### src/rtl/cache_axi_arbiter_pkg.sv
// Shared encodings for the cache-to-AXI arbiter: AXI constants, default IDs,
// read grant FSM states and the round-robin grant marker.
package cache_axi_arbiter_pkg;

    localparam logic [2:0] AXI_SIZE_4B     = 3'b010;
    localparam logic [1:0] AXI_BURST_INCR  = 2'b01;
    localparam logic [3:0] INST_ID_DEFAULT = 4'd0;
    localparam logic [3:0] DATA_ID_DEFAULT = 4'd1;

    typedef enum logic [1:0] {
        R_IDLE = 2'b00,
        R_INST = 2'b01,
        R_DATA = 2'b10
    } rd_state_t;

    typedef enum logic {
        GRANT_INST = 1'b0,
        GRANT_DATA = 1'b1
    } grant_t;

endpackage

### src/rtl/cache_axi_arbiter.sv
// Merges i-cache reads and d-cache reads/writes onto one AXI4 master port.
// Reads are serialised one burst at a time; writes pass straight through.
module cache_axi_arbiter
    import cache_axi_arbiter_pkg::*;
#(
    parameter int         ADDR_WIDTH = 32,
    parameter int         DATA_WIDTH = 32,
    parameter logic [3:0] INST_ID    = INST_ID_DEFAULT,
    parameter logic [3:0] DATA_ID    = DATA_ID_DEFAULT
) (
    input  logic                    clk,
    input  logic                    rst,

    input  logic [ADDR_WIDTH-1:0]   inst_araddr,
    input  logic [7:0]              inst_arlen,
    input  logic                    inst_arvalid,
    output logic                    inst_arready,
    output logic [DATA_WIDTH-1:0]   inst_rdata,
    output logic                    inst_rlast,
    output logic                    inst_rvalid,
    input  logic                    inst_rready,

    input  logic [ADDR_WIDTH-1:0]   data_araddr,
    input  logic [7:0]              data_arlen,
    input  logic                    data_arvalid,
    output logic                    data_arready,
    output logic [DATA_WIDTH-1:0]   data_rdata,
    output logic                    data_rlast,
    output logic                    data_rvalid,
    input  logic                    data_rready,

    input  logic [ADDR_WIDTH-1:0]   data_awaddr,
    input  logic [7:0]              data_awlen,
    input  logic                    data_awvalid,
    output logic                    data_awready,
    input  logic [DATA_WIDTH-1:0]   data_wdata,
    input  logic [DATA_WIDTH/8-1:0] data_wstrb,
    input  logic                    data_wlast,
    input  logic                    data_wvalid,
    output logic                    data_wready,
    output logic                    data_bvalid,
    input  logic                    data_bready,

    output logic [3:0]              m_arid,
    output logic [ADDR_WIDTH-1:0]   m_araddr,
    output logic [7:0]              m_arlen,
    output logic [2:0]              m_arsize,
    output logic [1:0]              m_arburst,
    output logic                    m_arvalid,
    input  logic                    m_arready,
    input  logic [3:0]              m_rid,
    input  logic [DATA_WIDTH-1:0]   m_rdata,
    input  logic [1:0]              m_rresp,
    input  logic                    m_rlast,
    input  logic                    m_rvalid,
    output logic                    m_rready,

    output logic [3:0]              m_awid,
    output logic [ADDR_WIDTH-1:0]   m_awaddr,
    output logic [7:0]              m_awlen,
    output logic [2:0]              m_awsize,
    output logic [1:0]              m_awburst,
    output logic                    m_awvalid,
    input  logic                    m_awready,
    output logic [3:0]              m_wid,
    output logic [DATA_WIDTH-1:0]   m_wdata,
    output logic [DATA_WIDTH/8-1:0] m_wstrb,
    output logic                    m_wlast,
    output logic                    m_wvalid,
    input  logic                    m_wready,
    input  logic [3:0]              m_bid,
    input  logic [1:0]              m_bresp,
    input  logic                    m_bvalid,
    output logic                    m_bready
);

    rd_state_t state;
    grant_t    last_grant;
    logic      ar_done;
    logic      wr_busy;

    logic data_ok;
    logic ar_fire;
    logic r_last_fire;
    logic aw_fire;
    logic b_fire;
    logic unused_resp;

    assign unused_resp = ^{m_rresp, m_bresp, m_bid};

    // A pending or in-flight d-cache write blocks d-cache reads so a refill never overtakes its writeback.
    assign data_ok     = data_arvalid & ~wr_busy & ~data_awvalid;
    assign ar_fire     = m_arvalid & m_arready;
    assign r_last_fire = m_rvalid & m_rready & m_rlast;
    assign aw_fire     = m_awvalid & m_awready;
    assign b_fire      = m_bvalid & m_bready;

    always_ff @(posedge clk) begin
        if (rst) begin
            state      <= R_IDLE;
            last_grant <= GRANT_INST;
            ar_done    <= 1'b0;
            wr_busy    <= 1'b0;
        end else begin
            if (aw_fire)
                wr_busy <= 1'b1;
            else if (b_fire)
                wr_busy <= 1'b0;

            case (state)
                R_IDLE: begin
                    if (data_ok && (!inst_arvalid || last_grant == GRANT_INST)) begin
                        state      <= R_DATA;
                        last_grant <= GRANT_DATA;
                    end else if (inst_arvalid) begin
                        state      <= R_INST;
                        last_grant <= GRANT_INST;
                    end
                end
                R_INST, R_DATA: begin
                    if (ar_fire)
                        ar_done <= 1'b1;
                    if (r_last_fire) begin
                        state   <= R_IDLE;
                        ar_done <= 1'b0;
                    end
                end
                default: begin
                    state   <= R_IDLE;
                    ar_done <= 1'b0;
                end
            endcase
        end
    end

    // Address and data channels follow the granted client; the other client sees nothing.
    always_comb begin
        m_arid       = '0;
        m_araddr     = '0;
        m_arlen      = '0;
        m_arvalid    = 1'b0;
        inst_arready = 1'b0;
        data_arready = 1'b0;
        inst_rvalid  = 1'b0;
        inst_rdata   = '0;
        inst_rlast   = 1'b0;
        data_rvalid  = 1'b0;
        data_rdata   = '0;
        data_rlast   = 1'b0;
        m_rready     = 1'b0;
        case (state)
            R_INST: begin
                m_arid       = INST_ID;
                m_araddr     = inst_araddr;
                m_arlen      = inst_arlen;
                m_arvalid    = inst_arvalid & ~ar_done;
                inst_arready = m_arready & ~ar_done;
                if (ar_done) begin
                    inst_rvalid = m_rvalid;
                    inst_rdata  = m_rdata;
                    inst_rlast  = m_rlast;
                    m_rready    = inst_rready;
                end
            end
            R_DATA: begin
                m_arid       = DATA_ID;
                m_araddr     = data_araddr;
                m_arlen      = data_arlen;
                m_arvalid    = data_arvalid & ~ar_done;
                data_arready = m_arready & ~ar_done;
                if (ar_done) begin
                    data_rvalid = m_rvalid;
                    data_rdata  = m_rdata;
                    data_rlast  = m_rlast;
                    m_rready    = data_rready;
                end
            end
            default: ;
        endcase
    end

    assign m_arsize     = AXI_SIZE_4B;
    assign m_arburst    = AXI_BURST_INCR;

    assign m_awid       = DATA_ID;
    assign m_awaddr     = data_awaddr;
    assign m_awlen      = data_awlen;
    assign m_awsize     = AXI_SIZE_4B;
    assign m_awburst    = AXI_BURST_INCR;
    assign m_awvalid    = data_awvalid;
    assign data_awready = m_awready;
    assign m_wid        = DATA_ID;
    assign m_wdata      = data_wdata;
    assign m_wstrb      = data_wstrb;
    assign m_wlast      = data_wlast;
    assign m_wvalid     = data_wvalid;
    assign data_wready  = m_wready;
    assign data_bvalid  = m_bvalid;
    assign m_bready     = data_bready;

    rid_matches_grant: assert property (@(posedge clk) disable iff (rst)
        (m_rvalid && state != R_IDLE) |-> (m_rid == ((state == R_INST) ? INST_ID : DATA_ID)));

endmodule
### config.mk
export PLATFORM = sky130hd
export DESIGN_NAME = cache_axi_arbiter
export DESIGN_NICKNAME = d
export VERILOG_FILES = /design/src/rtl/cache_axi_arbiter_pkg.sv /design/src/rtl/cache_axi_arbiter.sv
export SDC_FILE = /design/constraint.sdc
export NUM_CORES = 1
export LEC_CHECK = 0
export BUFFER_PORTS_ARGS = -buffer_cell sky130_fd_sc_hd__buf_4
export CORE_AREA = 4 4 166 168
export DETAILED_ROUTE_END_ITERATION = 8
export DIE_AREA = 0 0 170 172
export GPL_TIMING_DRIVEN = 0
export PLACE_DENSITY = 0.36
export SLEW_MARGIN = 20
export SYNTH_ARGS = -nofsm -noshare
export SYNTH_HDL_FRONTEND = slang
export SYNTH_SLANG_ARGS = --single-unit
### constraint.sdc
create_clock -name clk -period 3.55 [get_ports clk]
set_input_delay 0.1775 -clock clk [delete_from_list [all_inputs] [get_ports clk]]
set_output_delay 0.1775 -clock clk [all_outputs]
set_load 0.01 [all_outputs]
==> results.py <==
metrics = {
    "run_status": {
        "status": "finished, final reports clean",
    },
    "power": {
        "power.density_mw_per_mm2": 181,
        "peakVddDrop_mv": 0.126,
        "power.leakage_nw": 2.91,
    },
    "floorplanning": {
        "core_sq_mm": 0.0259,
        "dieWidth_microns": 170,
        "die_h_microns": 172,
        "fp-row-count": 59,
        "initial_core_util_pct": 8.56,
        "io_pins": 433,
        "die-area_sq_mm": 0.0292,
    },
    "global_routing": {
        "grt_use_total_pct": 9.29,
        "antenna_found_initial": 0,
        "grt_pass1_vias": 3316,
        "grt-ovfl-total": 0,
        "grt_pass1_wl_microns": 20900,
        "grt_max_degree": 11,
    },
    "sta": {
        "worstMarginPinSlew_ns": 0.661,
        "post-route-period-util_pct": 65.5,
        "worst_slack_ns": 1.23,
        "finalHoldViolations": 0,
        "max_freq_ghz": 0.430,
        "finalSetupViolCount": 0,
        "slew_violations": 0,
        "finalSetupTns_ns": 0,
        "rsz0062_at_grt": "false",
        "period_needed_ns": 2.32,
        "hold_slack_ns": 0.163,
        "slew_headroom_pct": 55.9,
        "fin_worst_skew_ns": 0.000236,
    },
    "yosys": {
        "synth-main-ff-cell": "dfxtp_1",
        "netlist_instances": 323,
        "synth-seq-cells": 5,
        "synthMostInstantiatedCell": "buf_4",
        "synthTopCellsByArea": "buf_4 (35%), and3_1 (19%), a22oi_1 (14%)",
        "synthArstFlopShare_pct": 0,
        "ys_top_cells_by_count": "buf_4 (104), and3_1 (68), a22oi_1 (41)",
        "synth_area_sq_mm": 0.00222,
        "yosysTopAreaCell": "buf_4",
        "syn_avg_cell_area_sq_um": 6.87,
        "synth_edf_count": 0,
        "yosysUniqueCellTypes": 26,
        "yosysSeqAreaShare_pct": 4.51,
        "yosys_warnings": 0,
        "synth.top_cell.area_share_pct": 35.2,
    },
    "worst_setup_path": {
        "crit_path_end_kind": "output port",
        "critPathLaunchType": "flip-flop",
        "worst-r2r-cell-count": 6,
        "r2r_end": "state[0]",
        "r2r_slack_ns": 1.93,
        "crit_arrival_ns": 2.15,
        "critical_path_class": "reg -> out",
        "crit_fanout": 10,
        "crit_start": "state[0]",
        "r2r-start": "state[0]",
        "cp.required_ns": 3.37,
    },
    "routing": {
        "wirelength_met1_microns": 6080,
        "drt_iter0_markers": 101,
        "wl_met3_microns": 1300,
        "routed.top_layer": "met4",
        "avgRoutedWirePerCell_microns": 16.1,
        "ant_nets": 0,
        "vias": 3385,
        "viasPerCell": 3.38,
        "drt-pass1-iter-count": 6,
        "met2WireLength_microns": 8600,
        "drc_errors": 0,
        "routed_wl_microns": 16100,
    },
    "min_path": {
        "hold_start": "rst",
        "holdPathEnd": "ar_done",
        "hold_depth": 2,
        "hold_path.class": "in -> reg",
    },
    "clock_tree": {
        "cts_resized": 0,
        "cts_buffers": 3,
        "clk_pin_slew_worst_paths_ns": 0.03,
        "clkSinkCount": 5,
        "postCtsSetupBuffers": 0,
        "ctsHoldBuffers": 0,
        "insertion_delay_ns": 0.23,
        "clk_path_buf_depth": 2,
        "clockRootBuffer": "clkbuf_16",
        "cts_tree": "built",
        "htreeDepth": 1,
    },
    "layout": {
        "diodes": 0,
        "filler_cell_count": 2956,
        "syn2layout_area_growth_pct": 134,
        "drive_gt1_share_pct": 65.5,
        "stdcell_count": 1001,
        "seqCellArea_sq_um": 100,
        "fin_nets": 887,
        "multi_input_area_sq_mm": 0.00128,
    },
    "placed_design": {
        "hpwl_microns": 14000,
        "port_buffers": 320,
        "dp_slack_ns": 1.32,
        "dpl.cell_count": 997,
        "place_congestion": 0.746,
    },
    "flow_run": {
        "cap_violations": 0,
    },
}
## registers in the layout, summed over array words and instances, names as in the netlist
signal and cells:
wr_busy 1, state 2, last_grant 1, ar_done 1
## how the worst max path moves through the flow
| stage | end | slack (ns) | depth (start not counted) |
|---|---|---|---|
| 2_1_floorplan | m_araddr[0] | 1.99 | 6 |
| 3_3_place_gp | m_araddr[26] | 1.32 | 7 |
| 3_5_place_dp | m_araddr[26] | 1.32 | 7 |
| 4_1_cts | m_araddr[26] | 1.07 | 7 |
| 5_1_grt | m_araddr[26] | 1.0 | 7 |
| 6_report | m_araddr[26] | 1.23 | 7 |
## cell type report
class / instances / area share, %
multi-input combinational: 202 / 24.8
inverter: 3 / 0.217
clock buffer: 4 / 1.52
buffer: 132 / 17.2
tap: 335 / 8.08
timing repair buffer: 320 / 46.3
sequential: 5 / 1.93
## routing by layer
layer  vias to the layer above  track usage, %
met5                         -               0
met4                         0            1.11
met3                         8            1.58
met2                       193            17.7
met1                      1508            11.2
li1                       1676               -
## critical path, cell delays in order (launching register included)
cell,delay (ns)
dfxtp_1,0.32
inv_1,0.10
ha_1,0.30
buf_2,0.35
buf_2,0.30
a22oi_1,0.12
nor2b_1,0.25
buf_4,0.17
## cell families (layout without fill, tap and decap cells)
| family | count (synthesis) | count (layout) | synth area share (%) |
|---|---|---|---|
| mux | 2 | 2 | 0.902 |
| compound gates | 50 | 50 | 16.4 |
| other cells | 2 | 21 | 0.339 |
| simple gates | 125 | 125 | 34.8 |
| fa+ha+maj | 4 | 4 | 2.26 |
| buf+inv | 135 | 459 | 40.8 |
| flops | 5 | 5 | 4.51 |
## power breakdown
group / total [mW] / internal [mW] / switching (mW)
clock network: 0.187 / 0.149 / 0.0382
logic: 0.689 / 0.359 / 0.330
registers: 0.0656 / 0.0619 / 0.00373
## cell usage in the layout, fill, tap and decap left out, types with 2 or more instances in the layout
cell type,n
a22oi_1,41
clkbuf_16,3
inv_1,3
buf_4,424
ha_1,4
buf_2,6
clkbuf_1,21
buf_1,2
and3_1,68
nand2_1,5
dfxtp_1,5
nand3_1,2
conb_1,21
a21oi_1,4
nor2b_1,40
and3b_1,2
mux2i_1,2
nor2_1,4
## stage by stage
stage / total power, mW / instance area, sq um / utilization [%]
finish: 0.942 / 5190 / 20.0
floorplan: 0.410 / 2290 / -
global placement: 0.772 / 5110 / 19.7
detailed placement: 0.768 / 5110 / 19.7
global route: 1.02 / 5190 / 20.0
CTS: 0.961 / 5190 / 20.0
Power figures use the tool's default switching activity.
